### config.mk
export PLATFORM = sky130hd
export DESIGN_NAME = detector_sequencer_flat
export DESIGN_NICKNAME = d
export VERILOG_FILES = /design/src/rtl/detector_sequencer_if.sv /design/src/rtl/detector_sequencer.sv /design/src/flat_wrapper.sv
export SDC_FILE = /design/constraint.sdc
export NUM_CORES = 1
export LEC_CHECK = 0
export CORE_MARGIN = 4
export CORE_UTILIZATION = 25
export DETAILED_ROUTE_END_ITERATION = 7
export GPL_ROUTABILITY_DRIVEN = 0
export HOLD_SLACK_MARGIN = 0.08
export SKIP_LAST_GASP = 1
export SYNTH_ARGS = -nofsm -noshare
export SYNTH_HDL_FRONTEND = slang
export SYNTH_SLANG_ARGS = --single-unit
### constraint.sdc
create_clock -name clk -period 2.52 [get_ports clk]
set_input_delay 0.756 -clock clk [delete_from_list [all_inputs] [get_ports clk]]
set_output_delay 0.756 -clock clk [all_outputs]
set_load 0.01 [all_outputs]
### src/rtl/detector_sequencer_if.sv
// ----------------------------------------------------------------------------
// detector_sequencer_if
//
// Purpose:
//   Control/result bundle between the lab top level (switches/buttons side)
//   and the detector_sequencer.
//
// Modports:
//   master : the lab top level or bench; drives start/pattern and reads results.
//   slave  : the detector_sequencer; reads start/pattern and drives results.
//
// Signals:
//   start      request a run; accepted only while the sequencer is idle
//   pattern    LEN-bit pattern, captured on the accepting edge
//   busy       high while a run is in progress (CLEAR/SHIFT/DRAIN)
//   done       one-cycle pulse, results valid
//   hit_found  at least one aligned z=1 in the last run
//   hit_count  number of aligned z=1 samples (saturating)
//   first_hit  bit index of the first aligned z=1, 0 if none
//
// Optional feature (macro DETSEQ_ABORT_EN):
//   abort      master -> slave, cut the current run short
//   aborted    slave -> master, last run ended by abort
//
// Handshake: start is a request level sampled on each rising edge; it is
// taken only when the sequencer is idle (busy=0 and done=0), otherwise it is
// dropped, never queued. done marks the single cycle in which results are
// first valid; results then hold until the next accepted start.
// ----------------------------------------------------------------------------
interface detector_sequencer_if #(
    parameter int LEN   = 16,
    parameter int CNT_W = $clog2(LEN + 1)
);
    logic             start;
    logic [LEN-1:0]   pattern;
    logic             busy;
    logic             done;
    logic             hit_found;
    logic [CNT_W-1:0] hit_count;
    logic [CNT_W-1:0] first_hit;
`ifdef DETSEQ_ABORT_EN
    logic             abort;
    logic             aborted;

    modport master (
        output start, pattern, abort,
        input  busy, done, hit_found, hit_count, first_hit, aborted
    );

    modport slave (
        input  start, pattern, abort,
        output busy, done, hit_found, hit_count, first_hit, aborted
    );
`else
    modport master (
        output start, pattern,
        input  busy, done, hit_found, hit_count, first_hit
    );

    modport slave (
        input  start, pattern,
        output busy, done, hit_found, hit_count, first_hit
    );
`endif
endinterface

### src/rtl/detector_sequencer.sv
// ----------------------------------------------------------------------------
// detector_sequencer
//
// Purpose:
//   Drives a serial sequence-detector FSM (single input w, registered output z)
//   from a parallel test pattern and scores what comes back. On an accepted
//   start the pattern is copied into a shadow register, the detector is reset
//   for one cycle, then the pattern is shifted out LSB first, one bit per
//   clock. Each returned z is aligned to the w bit that produced it by a tag
//   pipe DET_LAT deep, and aligned hits are counted.
//
// Parameters:
//   LEN      pattern length in bits (>= 1)
//   DET_LAT  cycles from det_w presented to its det_z valid (>= 1)
//   CNT_W    width of hit_count / first_hit
//
// Ports:
//   clk        rising-edge clock
//   reset      asynchronous, active-high reset
//   ctl        detector_sequencer_if.slave (start/pattern in, results out)
//   det_z      detector output z
//   det_w      detector input w (registered)
//   det_reset  detector reset (registered)
//   state_dbg  current FSM state encoding, for observation only
//
// Optional feature (macro DETSEQ_ABORT_EN):
//   Adds ctl.abort / ctl.aborted. abort in CLEAR/SHIFT/DRAIN forces DONE on
//   the next edge, flushes the tag pipe without scoring and flags aborted.
//   Without the macro every run completes.
//
// Handshake: start is sampled every edge and taken only in IDLE; anything
// else is dropped. done pulses for one cycle in DONE; results hold from then
// until the next accepted start.
// ----------------------------------------------------------------------------
module detector_sequencer #(
    parameter int LEN     = 16,
    parameter int DET_LAT = 2,
    parameter int CNT_W   = $clog2(LEN + 1)
) (
    input  logic                 clk,
    input  logic                 reset,
    detector_sequencer_if.slave  ctl,
    input  logic                 det_z,
    output logic                 det_w,
    output logic                 det_reset,
    output logic [2:0]           state_dbg
);

    localparam int IDX_W = (LEN > 1) ? $clog2(LEN) : 1;
    localparam int DRN_W = (DET_LAT > 1) ? $clog2(DET_LAT) : 1;

    localparam logic [IDX_W-1:0] LAST_IDX  = IDX_W'(LEN - 1);
    localparam logic [DRN_W-1:0] LAST_DRN  = DRN_W'(DET_LAT - 1);

    typedef enum logic [2:0] {
        S_IDLE  = 3'd0,
        S_CLEAR = 3'd1,
        S_SHIFT = 3'd2,
        S_DRAIN = 3'd3,
        S_DONE  = 3'd4
    } state_t;

    // One entry per bit in flight through the detector.
    typedef struct packed {
        logic             valid;
        logic [IDX_W-1:0] idx;
    } tag_t;

    state_t               state_q, state_d;
    logic [IDX_W-1:0]     idx_q, idx_d;
    logic [DRN_W-1:0]     drain_q, drain_d;

    logic [LEN-1:0]       shadow_q;
    tag_t [DET_LAT-1:0]   tag_pipe_q;
    tag_t                 tag_in;
    tag_t                 tag_out;

    logic                 busy_q;
    logic                 done_q;
    logic                 hit_found_q;
    logic [CNT_W-1:0]     hit_count_q;
    logic [CNT_W-1:0]     first_hit_q;

    logic                 accept;
    logic                 abort_take;
    logic                 run_active;
    logic                 score;
    logic                 det_w_d;

    assign state_dbg     = state_q;
    assign ctl.busy      = busy_q;
    assign ctl.done      = done_q;
    assign ctl.hit_found = hit_found_q;
    assign ctl.hit_count = hit_count_q;
    assign ctl.first_hit = first_hit_q;

    assign tag_out = tag_pipe_q[DET_LAT-1];

    // ------------------------------------------------------------------
    // FSM state register
    // ------------------------------------------------------------------
    always_ff @(posedge clk or posedge reset) begin
        if (reset) begin
            state_q <= S_IDLE;
            idx_q   <= '0;
            drain_q <= '0;
        end else begin
            state_q <= state_d;
            idx_q   <= idx_d;
            drain_q <= drain_d;
        end
    end

    // ------------------------------------------------------------------
    // Next state, strobes and the next value of the registered outputs
    // ------------------------------------------------------------------
    always_comb begin
        state_d    = state_q;
        idx_d      = idx_q;
        drain_d    = drain_q;
        accept     = 1'b0;
        abort_take = 1'b0;
        run_active = (state_q == S_CLEAR) || (state_q == S_SHIFT) ||
                     (state_q == S_DRAIN);

        case (state_q)
            S_IDLE: begin
                if (ctl.start) begin
                    accept  = 1'b1;
                    state_d = S_CLEAR;
                end
            end
            S_CLEAR: begin
                state_d = S_SHIFT;
                idx_d   = '0;
            end
            S_SHIFT: begin
                if (idx_q == LAST_IDX) begin
                    state_d = S_DRAIN;
                    drain_d = '0;
                end else begin
                    idx_d = idx_q + 1'b1;
                end
            end
            S_DRAIN: begin
                if (drain_q == LAST_DRN) begin
                    state_d = S_DONE;
                end else begin
                    drain_d = drain_q + 1'b1;
                end
            end
            S_DONE: begin
                state_d = S_IDLE;
            end
            default: begin
                state_d = S_IDLE;
            end
        endcase

`ifdef DETSEQ_ABORT_EN
        if (ctl.abort && run_active) begin
            abort_take = 1'b1;
            state_d    = S_DONE;
        end
`endif

        // The bit shown on det_w in a SHIFT cycle is the one whose tag is
        // pushed in that same cycle, so it is derived from the next index.
        det_w_d = (state_d == S_SHIFT) ? shadow_q[idx_d] : 1'b0;

        tag_in.valid = (state_q == S_SHIFT);
        tag_in.idx   = (state_q == S_SHIFT) ? idx_q : '0;

        // A valid tag leaving the pipe lines up with the det_z it produced.
        // On abort, whatever is leaving is discarded along with the rest.
        score = tag_out.valid && det_z && !abort_take &&
                ((state_q == S_SHIFT) || (state_q == S_DRAIN));
    end

    // ------------------------------------------------------------------
    // Registered outputs, shadow pattern, tag pipe and scoring
    // ------------------------------------------------------------------
    always_ff @(posedge clk or posedge reset) begin
        if (reset) begin
            det_reset   <= 1'b1;
            det_w       <= 1'b0;
            busy_q      <= 1'b0;
            done_q      <= 1'b0;
            shadow_q    <= '0;
            tag_pipe_q  <= '0;
            hit_found_q <= 1'b0;
            hit_count_q <= '0;
            first_hit_q <= '0;
        end else begin
            det_reset <= (state_d == S_CLEAR);
            det_w     <= det_w_d;
            busy_q    <= (state_d == S_CLEAR) || (state_d == S_SHIFT) ||
                         (state_d == S_DRAIN);
            done_q    <= (state_d == S_DONE);

            if (abort_take) begin
                tag_pipe_q <= '0;
            end else begin
                for (int i = DET_LAT - 1; i > 0; i--) begin
                    tag_pipe_q[i] <= tag_pipe_q[i-1];
                end
                tag_pipe_q[0] <= tag_in;
            end

            if (accept) begin
                shadow_q    <= ctl.pattern;
                hit_found_q <= 1'b0;
                hit_count_q <= '0;
                first_hit_q <= '0;
            end else if (score) begin
                if (hit_count_q != {CNT_W{1'b1}}) begin
                    hit_count_q <= hit_count_q + 1'b1;
                end
                if (!hit_found_q) begin
                    hit_found_q <= 1'b1;
                    first_hit_q <= CNT_W'(tag_out.idx);
                end
            end
        end
    end

`ifdef DETSEQ_ABORT_EN
    logic aborted_q;

    assign ctl.aborted = aborted_q;

    always_ff @(posedge clk or posedge reset) begin
        if (reset) begin
            aborted_q <= 1'b0;
        end else if (accept) begin
            aborted_q <= 1'b0;
        end else if (abort_take) begin
            aborted_q <= 1'b1;
        end
    end
`endif

endmodule

### src/flat_wrapper.sv
// flat-port wrapper written by rule: the top's interface ports become plain ports
module detector_sequencer_flat 
#(
    parameter int LEN     = 16,
    parameter int DET_LAT = 2,
    parameter int CNT_W   = $clog2(LEN + 1)
)
  (clk, reset, det_z, det_w, det_reset, state_dbg, ctl_start, ctl_pattern, ctl_busy, ctl_done, ctl_hit_found, ctl_hit_count, ctl_first_hit);
  detector_sequencer_if #(.LEN(LEN), .CNT_W(CNT_W)) ctl_i ();
  input  logic clk;
  input  logic reset;
  input  logic det_z;
  output logic det_w;
  output logic det_reset;
  output logic [2:0] state_dbg;
  input wire logic [$bits(ctl_i.start)-1:0] ctl_start;
  input wire logic [$bits(ctl_i.pattern)-1:0] ctl_pattern;
  output wire logic [$bits(ctl_i.busy)-1:0] ctl_busy;
  output wire logic [$bits(ctl_i.done)-1:0] ctl_done;
  output wire logic [$bits(ctl_i.hit_found)-1:0] ctl_hit_found;
  output wire logic [$bits(ctl_i.hit_count)-1:0] ctl_hit_count;
  output wire logic [$bits(ctl_i.first_hit)-1:0] ctl_first_hit;
  assign ctl_i.start = ctl_start;
  assign ctl_i.pattern = ctl_pattern;
  assign ctl_busy = ctl_i.busy;
  assign ctl_done = ctl_i.done;
  assign ctl_hit_found = ctl_i.hit_found;
  assign ctl_hit_count = ctl_i.hit_count;
  assign ctl_first_hit = ctl_i.first_hit;
  detector_sequencer #(.LEN(LEN), .DET_LAT(DET_LAT), .CNT_W(CNT_W)) u_core (.clk(clk), .reset(reset), .ctl(ctl_i), .det_z(det_z), .det_w(det_w), .det_reset(det_reset), .state_dbg(state_dbg));
endmodule
# Word level (Yosys, flattened, before mapping)
# Cells that the tools add are included.
# Widths: inputs -> output; s select.
# word_totals
register_bits	49
latchBits	0
ramBits	0
mem_bits_ro	0
inputBits	20
output_inout_bits	18
memories	0
# op_classes
addsub	3
multipliers	0
div	0
order_cmp	1
n_eq_ne	11
shifts	0
mux	23
bitwise_logic	0
n_reduce_logical	12
# op_table
op	count
$mux 5	6
$eq 3x2->1 const B	4
$pmux 3 s4	1
$mux 3	3
$mux 1	8
$mux 4	2
$pmux 4 s2	1
$eq 3x1->1 const B	2
$reduce_and 2->1	3
$reduce_bool 2->1	3
$add 5x1->5 const B	1
$lt 4x5->1 const B	1
$ne 5x5->1 const B	1
$add 4x1->4 const B	1
$bmux 1 s4	1
$eq 4x4->1 const B	1
$ne 2x2->1 const B	2
$eq 3x3->1 const B	1
$logic_not 3->1	1
$logic_or 1x1->1	3
$logic_and 1x1->1	2
$pmux 1 s2	1
$add 1x1->1 const B	1

# Depth between registers and ports, before layout
# Gate-level depths: netlist of the first run.
# logic_depth
ltp_word	6
depth_mapped	9
ltp_nobuf	8

# Least setup slack after synthesis of the first run
# No wires, ideal clock.
# synth_path
kind	reg2reg
from	register u_core.idx_q[1]
to	register u_core.det_w
setup_ns	0.082
arrival_time_ns	1.829
setup_slack_ns	0.608
path_stages_with_launch	9
period_less_slack_ns	1.912
cell_sequence	dfrtp_1 ha_1 nand3_4 a32o_2 a221oi_4 inv_2 nand4_1 nand4_1 o22ai_1
# synth_via
elab_chain_len	6
elab_cells_between_ends	10
cone_classes	add/sub (1); eq/ne (2); mux (7)
# synth_lines
element	line	text
start, declared	detector_sequencer.sv:70	logic [IDX_W-1:0] idx_q, idx_d;
start signal, assigned	detector_sequencer.sv:109	idx_q <= idx_d;
$add 4x1->4 / $eq 4x4->1 (equally long branches)	detector_sequencer.sv:142, detector_sequencer.sv:138	
$mux 4	detector_sequencer.sv:138	if (idx_q == LAST_IDX) begin
$pmux 4 s2 (*)	detector_sequencer.sv:126	case (state_q)
named net u_core.idx_d[1]	detector_sequencer.sv:70	
$bmux 1 s4 (*)	detector_sequencer.sv:169	det_w_d = (state_d == S_SHIFT) ? shadow_q[idx_d] : 1'b0;
$mux 1 (not written as such) (*)	detector_sequencer.sv:169	
$mux 1 (*)	detector_sequencer.sv:169	
named net u_core.det_w_d	detector_sequencer.sv:88	logic det_w_d;
end signal, assigned	detector_sequencer.sv:196	det_w <= det_w_d;
end, declared	detector_sequencer.sv:44	output logic det_w,
# The timed path passes the listed nets; every way through them passes the cells marked *. The select of a mux whose other input is x is not followed.
# A chain may end at the register's enable or synchronous reset.

# Worst setup path after layout of the first run
# Ends and elaborated chain as after synthesis.

==> results of run 1 <==
## cell usage in the layout (no fill, tap or decap), drive strengths merged, types with 2 or more instances in the layout
cell type,n
nand4,14
nand2b,3
a32o,2
and3,3
a21o,3
clkbuf,5
buf,10
mux2,16
dfrtp,47
a21oi,9
inv,6
ha,3
o21ai,14
clkdlybuf4s50,36
mux2i,3
xor2,2
and2,4
nor2,10
a221oi,2
nand2,9
nand3,11
## layer usage
metal | up-vias | part of all wire
met1 | 723 | 0.47
met4 | 0 | 0.013
met3 | 5 | 0.050
met2 | 29 | 0.47
met5 | - | 0
li1 | 737 | -
## layout make-up
cell class | count | area share
sequential | 48 | 0.434
tap | 105 | 0.0475
inverter | 5 | 0.00678
clock buffer | 5 | 0.0249
timing repair buffer | 46 | 0.162
multi-input combinational | 119 | 0.308
clock inverter | 3 | 0.0167
## power by group through the flow
stage | sequential, uW | clock (uW) | combinational (uW)
floorplan | 1240 | 0 | 943
global placement | 1270 | 0 | 1350
detailed placement | 1280 | 0 | 1380
CTS | 1270 | 581 | 1380
global route | 1310 | 613 | 1510
finish | 1260 | 564 | 1370
## flip-flops by register name (all words and copies together), names as in the netlist, 3 cells and up
name                  cells
u_core.ctl.first_hit      4
u_core.ctl.hit_count      5
u_core.tag_pipe_q         5
u_core.shadow_q          16
u_core.idx_q              4
u_core.state_dbg          3
u_core.tag_out            5
## cells by family after synthesis
group,synth area share
AND/OR/NAND/NOR,0.164
flip-flops,0.568
AO/OA/AOI/OAI,0.104
multiplexers,0.0993
buffers and inverters,0.0319
adder cells (fa/ha/maj),0.0177
XOR/XNOR,0.0124
other,0.00177
## worst max-delay path by stage
| stage | end | start | slack (ns) |
|---|---|---|---|
| floorplan | u_core.det_w | u_core.idx_q[1] | 0.61 |
| global placement | u_core.shadow_q[1] | ctl_start | 0.30 |
| detailed placement | u_core.shadow_q[14] | ctl_start | 0.31 |
| CTS | u_core.det_w | u_core.idx_q[1] | 0.30 |
| global route | u_core.det_w | u_core.idx_q[0] | 0.13 |
| finish | u_core.det_w | u_core.idx_q[1] | 0.29 |
## stage by stage
step	util	power (uW)	cells	area, sq um	worst slack, ns
6_report	0.337	3190	331	2770	0.289
5_1_grt	0.337	3430	331	2770	0.128
4_1_cts	0.337	3230	331	2770	0.296
3_5_place_dp	0.323	2650	323	2650	0.307
3_3_place_gp	0.323	2630	323	2650	0.304
2_1_floorplan	-	2180	181	2120	0.608
==> impl_metrics.py, run 1 <==
metrics = {
    "status": {
        "status": "finished, final reports clean",
    },
    "drt": {
        "route.vias.total": 1494,
        "postRouteAntennaNets": 0,
        "drt-pass1-iter-count": 4,
        "drc": 0,
        "drt_wl_total_um": 4090,
        "vias_per_cell": 4.51,
        "wire_per_inst_um": 12.3,
        "drt_iter0_markers": 70,
    },
    "yosys": {
        "yosysMostFrequentCell": "dfrtp_1",
        "synth_edf_count": 0,
        "postSynthCellCount": 181,
        "synth_top_cell_by_area": "dfrtp_1",
        "ys_ff_latch": 48,
        "synth.top_cell.area_share": 0.556,
        "netlist_area_sq_mm": 0.00212,
        "ys_seq_area_frac": 0.568,
        "yosys_warnings": 0,
        "postSynthAreaPerCell_sq_um": 11.7,
        "synthArstFlopShare": 1.00,
        "synth_ff_type": "dfrtp_1",
        "ys_types": 40,
        "synthesis.nets": 204,
        "synth_common_cells": "47 x dfrtp_1, 16 x mux2_2, 14 x nand4_1, 14 x o21ai_0, 10 x nor2_1",
        "synth_area_leaders": "dfrtp_1 56%, mux2_2 8.5%, nand4_1 4.1%",
    },
    "final_layout": {
        "nets": 248,
        "fillCellCount": 827,
        "drive_above_1_share": 0.208,
        "seqCellArea_sq_mm": 0.00120,
        "diodes": 0,
        "areaGrowthSynthToFinish_pct": 30.8,
        "multiInputGateArea_sq_um": 852,
    },
    "global_routing": {
        "grt_start_max_net_pins": 29,
        "antenna_found_initial": 0,
        "grtUsageMet2": 0.136,
        "grt_pass1_wl_um": 6960,
        "gr-max-usage-layer": "met2",
        "overflow": 0,
        "grt_usage": 0.0873,
        "grt_pass1_vias": 1472,
        "met1_usage": 0.114,
        "use_met3": 0.0278,
    },
    "clock_tree": {
        "cts_resized": 0,
        "postCtsHoldBufs": 0,
        "root_buffer": "clkbuf_8",
        "htree_levels": 2,
        "cts_setup_buffers": 0,
        "tritoncts.num_buffers": 5,
        "cts_buffer_depth": 2,
        "tritoncts": "built",
        "clk_latency_ns": 0.30,
        "cts.sinks": 48,
        "clkTransAtPathRegs_ns": 0.09,
    },
    "setup_path": {
        "path_max_fanout": 8,
        "crit_family": "compound AO/OA/AOI/OAI gates",
        "reg2reg_slack_ns": 0.29,
        "critPathRequiredTime_ns": 2.74,
        "r2r_start": "u_core.idx_q[1]",
        "critPathBufInv": 1,
        "endpoint_kind": "flop",
        "slowest_stage": "dfrtp_1",
        "slowest_delay_ns": 0.49,
        "crit_type": "flop to flop",
        "startpoint_type": "flop",
        "timing.rr.end": "u_core.det_w",
        "rr_worst_depth": 8,
        "arrival_ns": 2.45,
        "cp_common_cell": "nand4_1",
        "path_depth": 8,
        "path_cells": "ha_1 > nand3_4 > a32o_2 > a221oi_4 > inv_2 > nand4_1 > nand4_1 > o22ai_1",
    },
    "floorplanning": {
        "start_util": 0.257,
        "fp.dieH_um": 100,
        "rows": 33,
        "design.core.area_sq_mm": 0.00822,
        "die_w_um": 100,
        "io_pins": 38,
        "die_area_sq_mm": 0.0100,
    },
    "sta": {
        "tightest_slew_ns": 0.548,
        "fin_skew_ns": 0.00650,
        "post-route-min-period_ns": 2.23,
        "setup_viol": 0,
        "hold_viol": 0,
        "holdWs_ns": 0.346,
        "min_period_over_period": 0.885,
        "max_freq_mhz": 448,
        "slew_headroom": 0.635,
        "tns_ns": 0,
        "rsz0062_at_grt": "false",
        "report.final.slew_viol_count": 0,
    },
    "flow_run": {
        "drv_cap": 0,
    },
    "min_path": {
        "hp-start": "u_core.tag_pipe_q[0]",
        "whs_path_depth": 0,
        "hold_path_class": "flop to flop",
        "hold_end": "u_core.tag_out[0]",
    },
    "power": {
        "pwr-share-seq": 0.395,
        "p_leak_uw": 0.00118,
        "vdd_drop_max_mv": 0.318,
        "intPower_uw": 2040,
        "p_sw_frac": 0.361,
        "power_density_mw_per_mm2": 1150,
        "clkPwrFrac": 0.177,
        "p_comb_frac": 0.428,
        "p_sw_uw": 1150,
    },
    "placement": {
        "portBuffers": 36,
        "dp_hpwl_um": 3020,
    },
}
No activity file was read; power rests on OpenSTA's default activity.
==> inputs of run 2 (changes only) <==
--- a/config.mk
+++ b/config.mk
@@ -5,7 +5,6 @@
 export SDC_FILE = /design/constraint.sdc
 export NUM_CORES = 1
 export LEC_CHECK = 0
-export CORE_MARGIN = 4
 export CORE_UTILIZATION = 25
 export DETAILED_ROUTE_END_ITERATION = 7
 export GPL_ROUTABILITY_DRIVEN = 0
==> run 2 against run 1 <==
Against the previous run: fmax is 7.7% lower; core utilization is 0.21 points lower; die area is 12% lower; clock power is 2% higher; clock-buffer cell count stayed put; combinational power is 5% lower; largest cell class unchanged.
==> impl_metrics.py, run 2 (same netlist as run 1, synthesis figures left out) <==
metrics = {
    "status": {
        "status": "finished, final reports clean",
    },
    "final_layout": {
        "drive_above_1_share": 0.194,
        "layout_commonest_cell": "dfrtp_1",
        "largest_register_ffs": 16,
        "diodes": 0,
        "layout_common_cells": "47 x dfrtp_1, 36 x clkdlybuf4s50_1, 16 x mux2_2",
        "areaGrowthSynthToFinish_pct": 30.0,
        "fillCellCount": 847,
        "nets": 244,
        "regMostFlops": "u_core.shadow_q",
    },
    "power": {
        "vdd_drop_max_mv": 0.314,
        "finalPower_uw": 3180,
        "intPower_uw": 2010,
        "clkPwrFrac": 0.180,
        "p_leak_uw": 0.00116,
        "p_sw_uw": 1170,
        "p_comb_frac": 0.408,
        "power_density_mw_per_mm2": 1160,
        "pwr-share-seq": 0.412,
        "p_sw_frac": 0.367,
    },
    "setup_path": {
        "timing.rr.end": "u_core.det_w",
        "r2r_start": "u_core.idx_q[1]",
        "path_depth": 2,
        "critPathLaunch": "u_core.state_dbg[0]",
        "crit_end": "state_dbg[0]",
        "slowest_stage": "dfrtp_1",
        "critPathRequiredTime_ns": 1.76,
        "rr_worst_depth": 8,
        "endpoint_kind": "output pin",
        "arrival_ns": 1.66,
        "startpoint_type": "flop",
        "slowest_delay_ns": 0.59,
        "reg2reg_slack_ns": 0.28,
        "path_max_fanout": 11,
        "crit_family": "buffers and inverters",
        "crit_type": "flop to output pin",
        "critPathBufInv": 2,
        "path_cells": "buf_4 > clkdlybuf4s50_1",
    },
    "flow_run": {
        "drv_cap": 0,
    },
    "drt": {
        "route.vias.total": 1492,
        "vias_per_cell": 4.56,
        "drc": 0,
        "wire_per_inst_um": 13.1,
        "drt_wl_total_um": 4280,
        "postRouteAntennaNets": 0,
        "drt_iter0_markers": 49,
        "drt-pass1-iter-count": 4,
    },
    "global_routing": {
        "grt_start_max_net_pins": 29,
        "grt_pass1_vias": 1540,
        "grt_usage": 0.107,
        "grt_pass1_wl_um": 7340,
        "overflow": 0,
        "antenna_found_initial": 0,
    },
    "min_path": {
        "hold_path_class": "flop to flop",
    },
    "floorplanning": {
        "die_area_sq_mm": 0.00884,
        "start_util": 0.257,
        "die_w_um": 94.0,
        "io_pins": 38,
        "fp.dieH_um": 94.0,
        "design.core.area_sq_mm": 0.00822,
        "rows": 33,
    },
    "placement": {
        "portBuffers": 36,
        "dp_hpwl_um": 2940,
    },
    "clock_tree": {
        "cts_buffer_depth": 2,
        "cts.sinks": 48,
        "root_buffer": "clkbuf_8",
        "clkTransAtPathRegs_ns": 0.10,
        "tritoncts": "built",
        "tritoncts.num_buffers": 5,
        "postCtsHoldBufs": 0,
        "cts_setup_buffers": 0,
        "htree_levels": 2,
        "cts_resized": 0,
        "clk_latency_ns": 0.31,
    },
    "sta": {
        "report.final.slew_viol_count": 0,
        "min_period_over_period": 0.960,
        "tns_ns": 0,
        "rsz0062_at_grt": "false",
        "post-route-min-period_ns": 2.42,
        "tightest_slew_ns": 0.548,
        "slew_headroom": 0.635,
        "fin_skew_ns": 0.00853,
        "hold_viol": 0,
        "setup_viol": 0,
        "max_freq_mhz": 414,
    },
}
[run 2: changes by cell type in the layout (fill, tap and decap cells not counted)]
cell	before	now
buf_4	9	4
buf_12	1	2
[run 2: worst reg2reg max path: cells and delay by family (launching register included)]
family                   cells  cell delay (ns)
flip-flops                   1             0.49
buffers and inverters        1             0.11
AND/OR/NAND/NOR              3             0.35
adder cells (fa/ha/maj)      1             0.33
AO/OA/AOI/OAI                3             0.87
[run 2: worst min path at each step]
stage | start | endpoint | cells after the start
floorplan | u_core.tag_pipe_q[0] | u_core.tag_out[0] | 0
global route | u_core.tag_pipe_q[1] | u_core.tag_out[1] | 0
global placement | u_core.tag_pipe_q[4] | u_core.tag_out[4] | 0
CTS | u_core.tag_pipe_q[1] | u_core.tag_out[1] | 0
detailed placement | u_core.tag_pipe_q[0] | u_core.tag_out[0] | 0
finish | u_core.tag_pipe_q[4] | u_core.tag_out[4] | 0
[run 2: layer usage]
layer / GRT usage / vias to the layer above / routed length, um
met4: 0.0308 / 0 / 38
met2: 0.168 / 31 / 2030
met5: 0 / - / 0
li1: - / 729 / -
met3: 0.0372 / 6 / 165
met1: 0.140 / 726 / 2040
[run 2: per-stage QoR]
step           setup slack (ns)  std cells  hold WS, ns   util  cell area [sq um]
6_report                  0.102        327        0.354  0.335               2750
5_1_grt                  0.0522        327        0.355  0.335               2750
4_1_cts                  0.0915        327        0.355  0.335               2750
3_5_place_dp              0.288        319        0.335  0.321               2640
3_3_place_gp              0.305        319        0.332  0.321               2640
2_1_floorplan             0.608        181        0.331      -               2120
[run 2: final cells by class]
cell class	count	area, sq um	area share
clock buffer	5	68.8	0.0250
clock inverter	3	46.3	0.0168
inverter	5	18.8	0.00682
multi-input combinational	119	852	0.310
sequential	48	1200	0.437
tap	105	131	0.0478
timing repair buffer	42	430	0.157
[run 2: power groups by stage]
stage | clock network, uW | logic [uW] | registers [uW]
final | 574 | 1300 | 1310
after global routing | 621 | 1440 | 1360
after floorplan | 0 | 943 | 1240
after detailed placement | 0 | 1310 | 1330
after CTS | 590 | 1310 | 1310
after global placement | 0 | 1270 | 1320
